## src/rtl/stream_slice_sched.sv

```systemverilog
// -----------------------------------------------------------------------------
// stream_slice_sched
//
// Packet-level sequencer for the slice-reorder datapath. It accepts one
// per-packet config (direction, slice size, word count). It then passes that
// many words from a valid/ready source through the slice-reorder transform into
// a single output register, marks the final word with out_last and pulses
// pkt_done once that word has left.
//
// Ports
//   clk        : clock, all state updates on the rising edge
//   rst_n      : asynchronous active-low reset
//   cfg_valid  : config offer
//   cfg_ready  : high while idle; config taken on cfg_valid & cfg_ready
//   cfg_dir    : 0 = pass-through, 1 = left stream {<< s {word}}
//   cfg_slice  : slice size s in bits (0 behaves as 1)
//   cfg_len    : words in the packet (0 means 2**LENW)
//   in_valid   : input word valid
//   in_ready   : input word taken on in_valid & in_ready
//   in_data    : input word
//   out_valid  : output register holds a word
//   out_ready  : sink takes the word on out_valid & out_ready
//   out_data   : reordered word
//   out_last   : out_data is the final word of the packet
//   busy       : a packet is in progress
//   pkt_done   : one-cycle pulse the cycle after the last word left
// -----------------------------------------------------------------------------
module stream_slice_sched #(
    parameter int DW   = 32,
    parameter int LENW = 8
) (
    input  logic            clk,
    input  logic            rst_n,
    input  logic            cfg_valid,
    output logic            cfg_ready,
    input  logic            cfg_dir,
    input  logic [5:0]      cfg_slice,
    input  logic [LENW-1:0] cfg_len,
    input  logic            in_valid,
    output logic            in_ready,
    input  logic [DW-1:0]   in_data,
    output logic            out_valid,
    input  logic            out_ready,
    output logic [DW-1:0]   out_data,
    output logic            out_last,
    output logic            busy,
    output logic            pkt_done
);

    localparam int IW = $clog2(DW);

    typedef enum logic [1:0] {
        IDLE  = 2'd0,
        RUN   = 2'd1,
        DRAIN = 2'd2
    } state_t;

    state_t          state_q, state_d;
    logic            dir_q, dir_d;
    logic [5:0]      slice_q, slice_d;
    logic [LENW:0]   rem_q, rem_d;
    logic            out_valid_q, out_valid_d;
    logic [DW-1:0]   out_data_q, out_data_d;
    logic            out_last_q, out_last_d;
    logic            pkt_done_q, pkt_done_d;

    logic            cfg_fire;
    logic            in_fire;
    logic            out_fire;
    logic            rem_is_one;
    logic [DW-1:0]   rev_data;

    // -------------------------------------------------------------------------
    // Handshakes
    // -------------------------------------------------------------------------
    assign cfg_ready  = (state_q == IDLE);
    assign busy       = (state_q != IDLE);
    // The output register can take a new word in the same cycle it empties.
    assign in_ready   = (state_q == RUN) && (!out_valid_q || out_ready);
    assign cfg_fire   = cfg_valid && cfg_ready;
    assign in_fire    = in_valid && in_ready;
    assign out_fire   = out_valid_q && out_ready;
    assign rem_is_one = (rem_q == {{LENW{1'b0}}, 1'b1});

    assign out_valid  = out_valid_q;
    assign out_data   = out_data_q;
    assign out_last   = out_last_q;
    assign pkt_done   = pkt_done_q;

    // -------------------------------------------------------------------------
    // Slice reorder {<< s {in_data}}.
    // Walk the input bits from the LSB. The walk tracks the base of the current
    // block; a block ends when it holds s bits or reaches the top of the word.
    // The block occupying input bits [base, top) lands at output bits
    // [DW-top, DW-base), so block 0 sits at the MSB end and a short top block
    // ends up in the low bits. For s >= DW there is a single block, so the
    // walk degenerates to identity; it is skipped in that case anyway.
    // -------------------------------------------------------------------------
    always_comb begin
        int             s;
        int             base;
        int             top;
        logic [IW-1:0]  dest_idx;
        rev_data = in_data;
        s        = int'(slice_q);
        base     = 0;
        top      = 0;
        dest_idx = '0;
        if (dir_q && (s < DW) && (s > 0)) begin
            for (int i = 0; i < DW; i++) begin
                if ((i - base) == s) begin
                    base = base + s;
                end
                top = base + s;
                if (top > DW) begin
                    top = DW;
                end
                dest_idx = IW'(DW - top + i - base);
                rev_data[dest_idx] = in_data[i];
            end
        end
    end

    // -------------------------------------------------------------------------
    // FSM
    // -------------------------------------------------------------------------
    always_ff @(posedge clk or negedge rst_n) begin
        if (!rst_n) begin
            state_q <= IDLE;
        end else begin
            state_q <= state_d;
        end
    end

    always_comb begin
        state_d = state_q;
        case (state_q)
            IDLE: begin
                if (cfg_fire) begin
                    state_d = RUN;
                end
            end
            RUN: begin
                // The last word needs one cycle in the output register, so it
                // cannot leave in the cycle it is accepted; DRAIN is always
                // visited for at least one cycle.
                if (in_fire && rem_is_one) begin
                    state_d = DRAIN;
                end
            end
            DRAIN: begin
                if (out_fire && out_last_q) begin
                    state_d = IDLE;
                end
            end
            default: state_d = IDLE;
        endcase
    end

    // -------------------------------------------------------------------------
    // Config latch, word counter and output register
    // -------------------------------------------------------------------------
    always_comb begin
        dir_d       = dir_q;
        slice_d     = slice_q;
        rem_d       = rem_q;
        out_valid_d = out_valid_q;
        out_data_d  = out_data_q;
        out_last_d  = out_last_q;
        pkt_done_d  = out_fire && out_last_q;

        if (cfg_fire) begin
            dir_d   = cfg_dir;
            slice_d = (cfg_slice == 6'd0) ? 6'd1 : cfg_slice;
            // A zero length field encodes the full 2**LENW words.
            rem_d   = (cfg_len == '0) ? {1'b1, {LENW{1'b0}}} : {1'b0, cfg_len};
        end

        if (in_fire) begin
            out_valid_d = 1'b1;
            out_data_d  = rev_data;
            out_last_d  = rem_is_one;
            rem_d       = rem_q - {{LENW{1'b0}}, 1'b1};
        end else if (out_fire) begin
            // Data is left in place; only the qualifiers drop.
            out_valid_d = 1'b0;
            out_last_d  = 1'b0;
        end
    end

    always_ff @(posedge clk or negedge rst_n) begin
        if (!rst_n) begin
            dir_q       <= 1'b0;
            slice_q     <= 6'd0;
            rem_q       <= '0;
            out_valid_q <= 1'b0;
            out_data_q  <= '0;
            out_last_q  <= 1'b0;
            pkt_done_q  <= 1'b0;
        end else begin
            dir_q       <= dir_d;
            slice_q     <= slice_d;
            rem_q       <= rem_d;
            out_valid_q <= out_valid_d;
            out_data_q  <= out_data_d;
            out_last_q  <= out_last_d;
            pkt_done_q  <= pkt_done_d;
        end
    end

endmodule
```

## config.mk

```make
export PLATFORM = sky130hd
export DESIGN_NAME = stream_slice_sched
export DESIGN_NICKNAME = d
export VERILOG_FILES = /design/src/rtl/stream_slice_sched.sv
export SDC_FILE = /design/constraint.sdc
export NUM_CORES = 1
export LEC_CHECK = 0
export ABC_AREA = 1
export CORE_MARGIN = 2
export CORE_UTILIZATION = 45
export CTS_CLUSTER_SIZE = 12
export DETAILED_ROUTE_END_ITERATION = 12
export SYNTH_ARGS = -nofsm -noshare
export SYNTH_HDL_FRONTEND = slang
export SYNTH_SLANG_ARGS = --single-unit
```

## constraint.sdc

```tcl
create_clock -name clk -period 64.6 [get_ports clk]
set_input_delay 6.46 -clock clk [delete_from_list [all_inputs] [get_ports clk]]
set_output_delay 6.46 -clock clk [all_outputs]
set_load 0.005 [all_outputs]
```

==> impl_results.md <==
- Clock-pin slew on the worst setup and hold paths: 0.09 ns
- Setup TNS: 0 ns
- Routed length per placed instance: 17.85 um
- Slowest stage cell, crit path: nor4_1
- F_max: 19.29 MHz
- Placed Area: 46230 um2
- Count of final max-slew check failures: 0
- Sequential standard cell area: 1349 um2
- Pre-CTS WS: 13.53 ns
- Initial antenna violation count: 4
- Drt pass-1 iters: 6
- Total grt overflow: 0
- Starting DRT DRC Count: 5151
- Fin area: 46390 um2
- Post-CTS Resized: 0
- RSZ-0062 raised after global routing: false
- Final setup violating endpoints: 0
- Clock net sink count: 53
- Top Ports: 90
- CTS H-tree lvls: 2
- Vias: 50.17k
- Drt drc: 0
- Crit path DAT: 52.07 ns
- Sequential area share after synthesis: 0.02957
- Pin count of the biggest net entering global routing: 54
- Setup CP Type: register to register
- Syn Std Cell Area: 44850 um2
- Die area: 102200 um2
- Status: finished, final reports clean
- Area delta synth->final: 3.428%
- Mapped Cells: 7721
- Rel. slew slack: 0.2350
- DIE WIDTH: 319.7 um
- Worst Path Max Fanout: 26
- Synth unique cells: 85
- Cell Count, Final, Fillers Out: 8963
- Vias per cell: 5.597
- CP Launch Type: register
- Tightest Pin Transition: 1.146 ns
- Setup slack, reg-to-reg: 12.77 ns
- Period minus WS final: 51.83 ns
- Setup Skew: 0.01561 ns
- All-Layer GR Usage: 0.3020
- Total core area: 98560 um2
- Min-Delay Path Class: register to register
- Drt total wl: 160.0 mm
- Async S/R FF share, synth: 1.000
- EDFF count, synth: 0
- Slowest stage delay, CP: 0.66 ns
- Period utilization: 0.8023
- Clk_lat worst skew: 0.33 ns
- Ys flop type: dfrtp_1
- First-pass GRT wire length: 251.3 mm
- Synthesis Warnings: 0
- Synth Area per Inst: 5.809 um2
- Antenna Nets Post-Route: 0
- Num rows: 115
- Die height: 319.7 um
- Worst path most repeated cell: nand2_1
- CTS Hold Bufs: 0
- TritonCTS Buffers: 5
- Critical Path Sink Type: register
- Input/output buffers: 89
- Critical Path RT: 64.85 ns
- Final setup margin: 12.77 ns
- Fraction of final layout cells sized beyond drive strength 1: 0.1165
- Synth Register Bits: 53
- Max Cap Viol: 0
- Post-DP HPWL: 128.2 mm
- Fin nets: 8201
- Starting density of the core: 0.4551
- CTS root buffer: clkbuf_16
- Fillers: 10.73k
- Final Hold Fails: 0
- Max clock buf depth: 2
- Postcts setup bufs: 0
- Area of the multi-input gates: 38430 um2
- TritonCTS clock tree: yes
- Routability cong.: 0.9643
- Placed Cells: 8954
- Vias in the first global route: 45.76k
## layout make-up
| cell class | count | share of cell area |
|---|---|---|
| Timing Repair Buffer | 131 | 0.02589 |
| Clock buffer | 5 | 0.002697 |
| Clock inverter | 3 | 0.0006203 |
| Tap cell | 1287 | 0.03471 |
| Antenna cell | 1 | 0.00005394 |
| Inverter | 955 | 0.07843 |
| Sequential cell | 53 | 0.02908 |
| Multi-Input combinational cell | 6528 | 0.8285 |
## synthesized netlist by cell type (29+ instances only)
library cell / number / area share
nand2_1: 1706 / 0.14
nor2_1: 1084 / 0.091
o311ai_0: 29 / 0.0057
xor2_1: 178 / 0.035
o21ai_0: 565 / 0.063
clkbuf_8: 44 / 0.014
nand2_4: 62 / 0.016
nand3_2: 91 / 0.020
nand2_2: 242 / 0.034
xnor2_1: 73 / 0.014
nand4_1: 138 / 0.019
mux2_2: 48 / 0.012
a21oi_2: 33 / 0.0064
a21oi_1: 628 / 0.070
a31oi_1: 77 / 0.011
o21ai_2: 40 / 0.0078
dfrtp_1: 53 / 0.030
mux2i_1: 48 / 0.011
inv_1: 876 / 0.073
or2_2: 65 / 0.0091
ha_1: 412 / 0.11
fa_1: 63 / 0.028
nor3_1: 56 / 0.0062
clkbuf_1: 96 / 0.0080
nor2_4: 46 / 0.012
o31ai_1: 35 / 0.0059
nor2_2: 49 / 0.0068
inv_2: 54 / 0.0045
nand3_1: 485 / 0.054
## per-layer routing
metal	track usage	vias up	wire length, um
met2	0.4978	1668	71270
li1	-	25448	-
met4	0.08522	4	4878
met1	0.4201	22817	73960
met3	0.02318	230	9825
met5	0	-	24
## per-stage QoR
step	hold WS, ns	utilization
finish	0.5086	0.4707
global route	0.5393	0.4707
CTS	0.5033	0.4706
detailed placement	0.4789	0.4691
global placement	0.4894	0.4691
floorplan	0.4495	-
## kinds of logic (layout without fill, tap and decap cells)
family / Yosys count / count (layout) / share of synthesized area
flip-flops: 53 / 53 / 0.02957
buffers and inverters: 1161 / 1094 / 0.1153
AND/OR/NAND/NOR: 4136 / 4136 / 0.4403
XOR/XNOR: 257 / 257 / 0.05233
multiplexers: 112 / 112 / 0.02678
other: 2 / 24 / 0.0001674
adder cells (fa/ha/maj): 475 / 475 / 0.1431
AO/OA/AOI/OAI: 1525 / 1525 / 0.1925
## cell usage in the layout, fill, tap and decap left out, drive strengths merged, types with 23 or more instances in the layout
| master | instances |
|---|---|
| xor2 | 182 |
| nor4 | 27 |
| nor2 | 1196 |
| nand3 | 594 |
| a31oi | 78 |
| o31ai | 35 |
| xnor2 | 74 |
| o311ai | 29 |
| clkdlybuf4s50 | 88 |
| mux2i | 48 |
| or2 | 65 |
| fa | 63 |
| nor3 | 65 |
| dfrtp | 53 |
| nand4 | 150 |
| buf | 43 |
| a21oi | 662 |
| mux2 | 64 |
| nand2 | 2010 |
| inv | 939 |
| conb | 23 |
| o21ai | 629 |
| ha | 412 |
## path summary, 6_finish.rpt
path / cells past startpoint / startpoint / to
setup / recovery: 283 / slice_q[3] / out_data[3]
hold / removal: 2 / rem_q[2] / rem_q[2]
setup reg to reg: 283 / slice_q[3] / out_data[3]
hold reg to reg: 2 / rem_q[2] / rem_q[2]
max in group asynchronous: 2 / rst_n / slice_q[3]
min in group asynchronous: 2 / rst_n / out_last
## sequential cells by signal, summed over array words and instances, names as in the netlist
register,flops
dir_q,1
out_data,32
out_last,1
out_valid,1
pkt_done,1
rem_q,9
slice_q,6
state_q,2
## worst max-delay path, delay by kind of cell (launching register included)
family	cells	cell delay [ns]
AND/OR/NAND/NOR	177	26.92
adder cells (fa/ha/maj)	38	10.93
XOR/XNOR	9	2.77
buffers and inverters	30	3.53
AO/OA/AOI/OAI	29	6.87
flip-flops	1	0.56
Power is left out: the tool's default activity adds up to more than one toggle a clock period on the data nets, which glitch-free logic cannot reach.
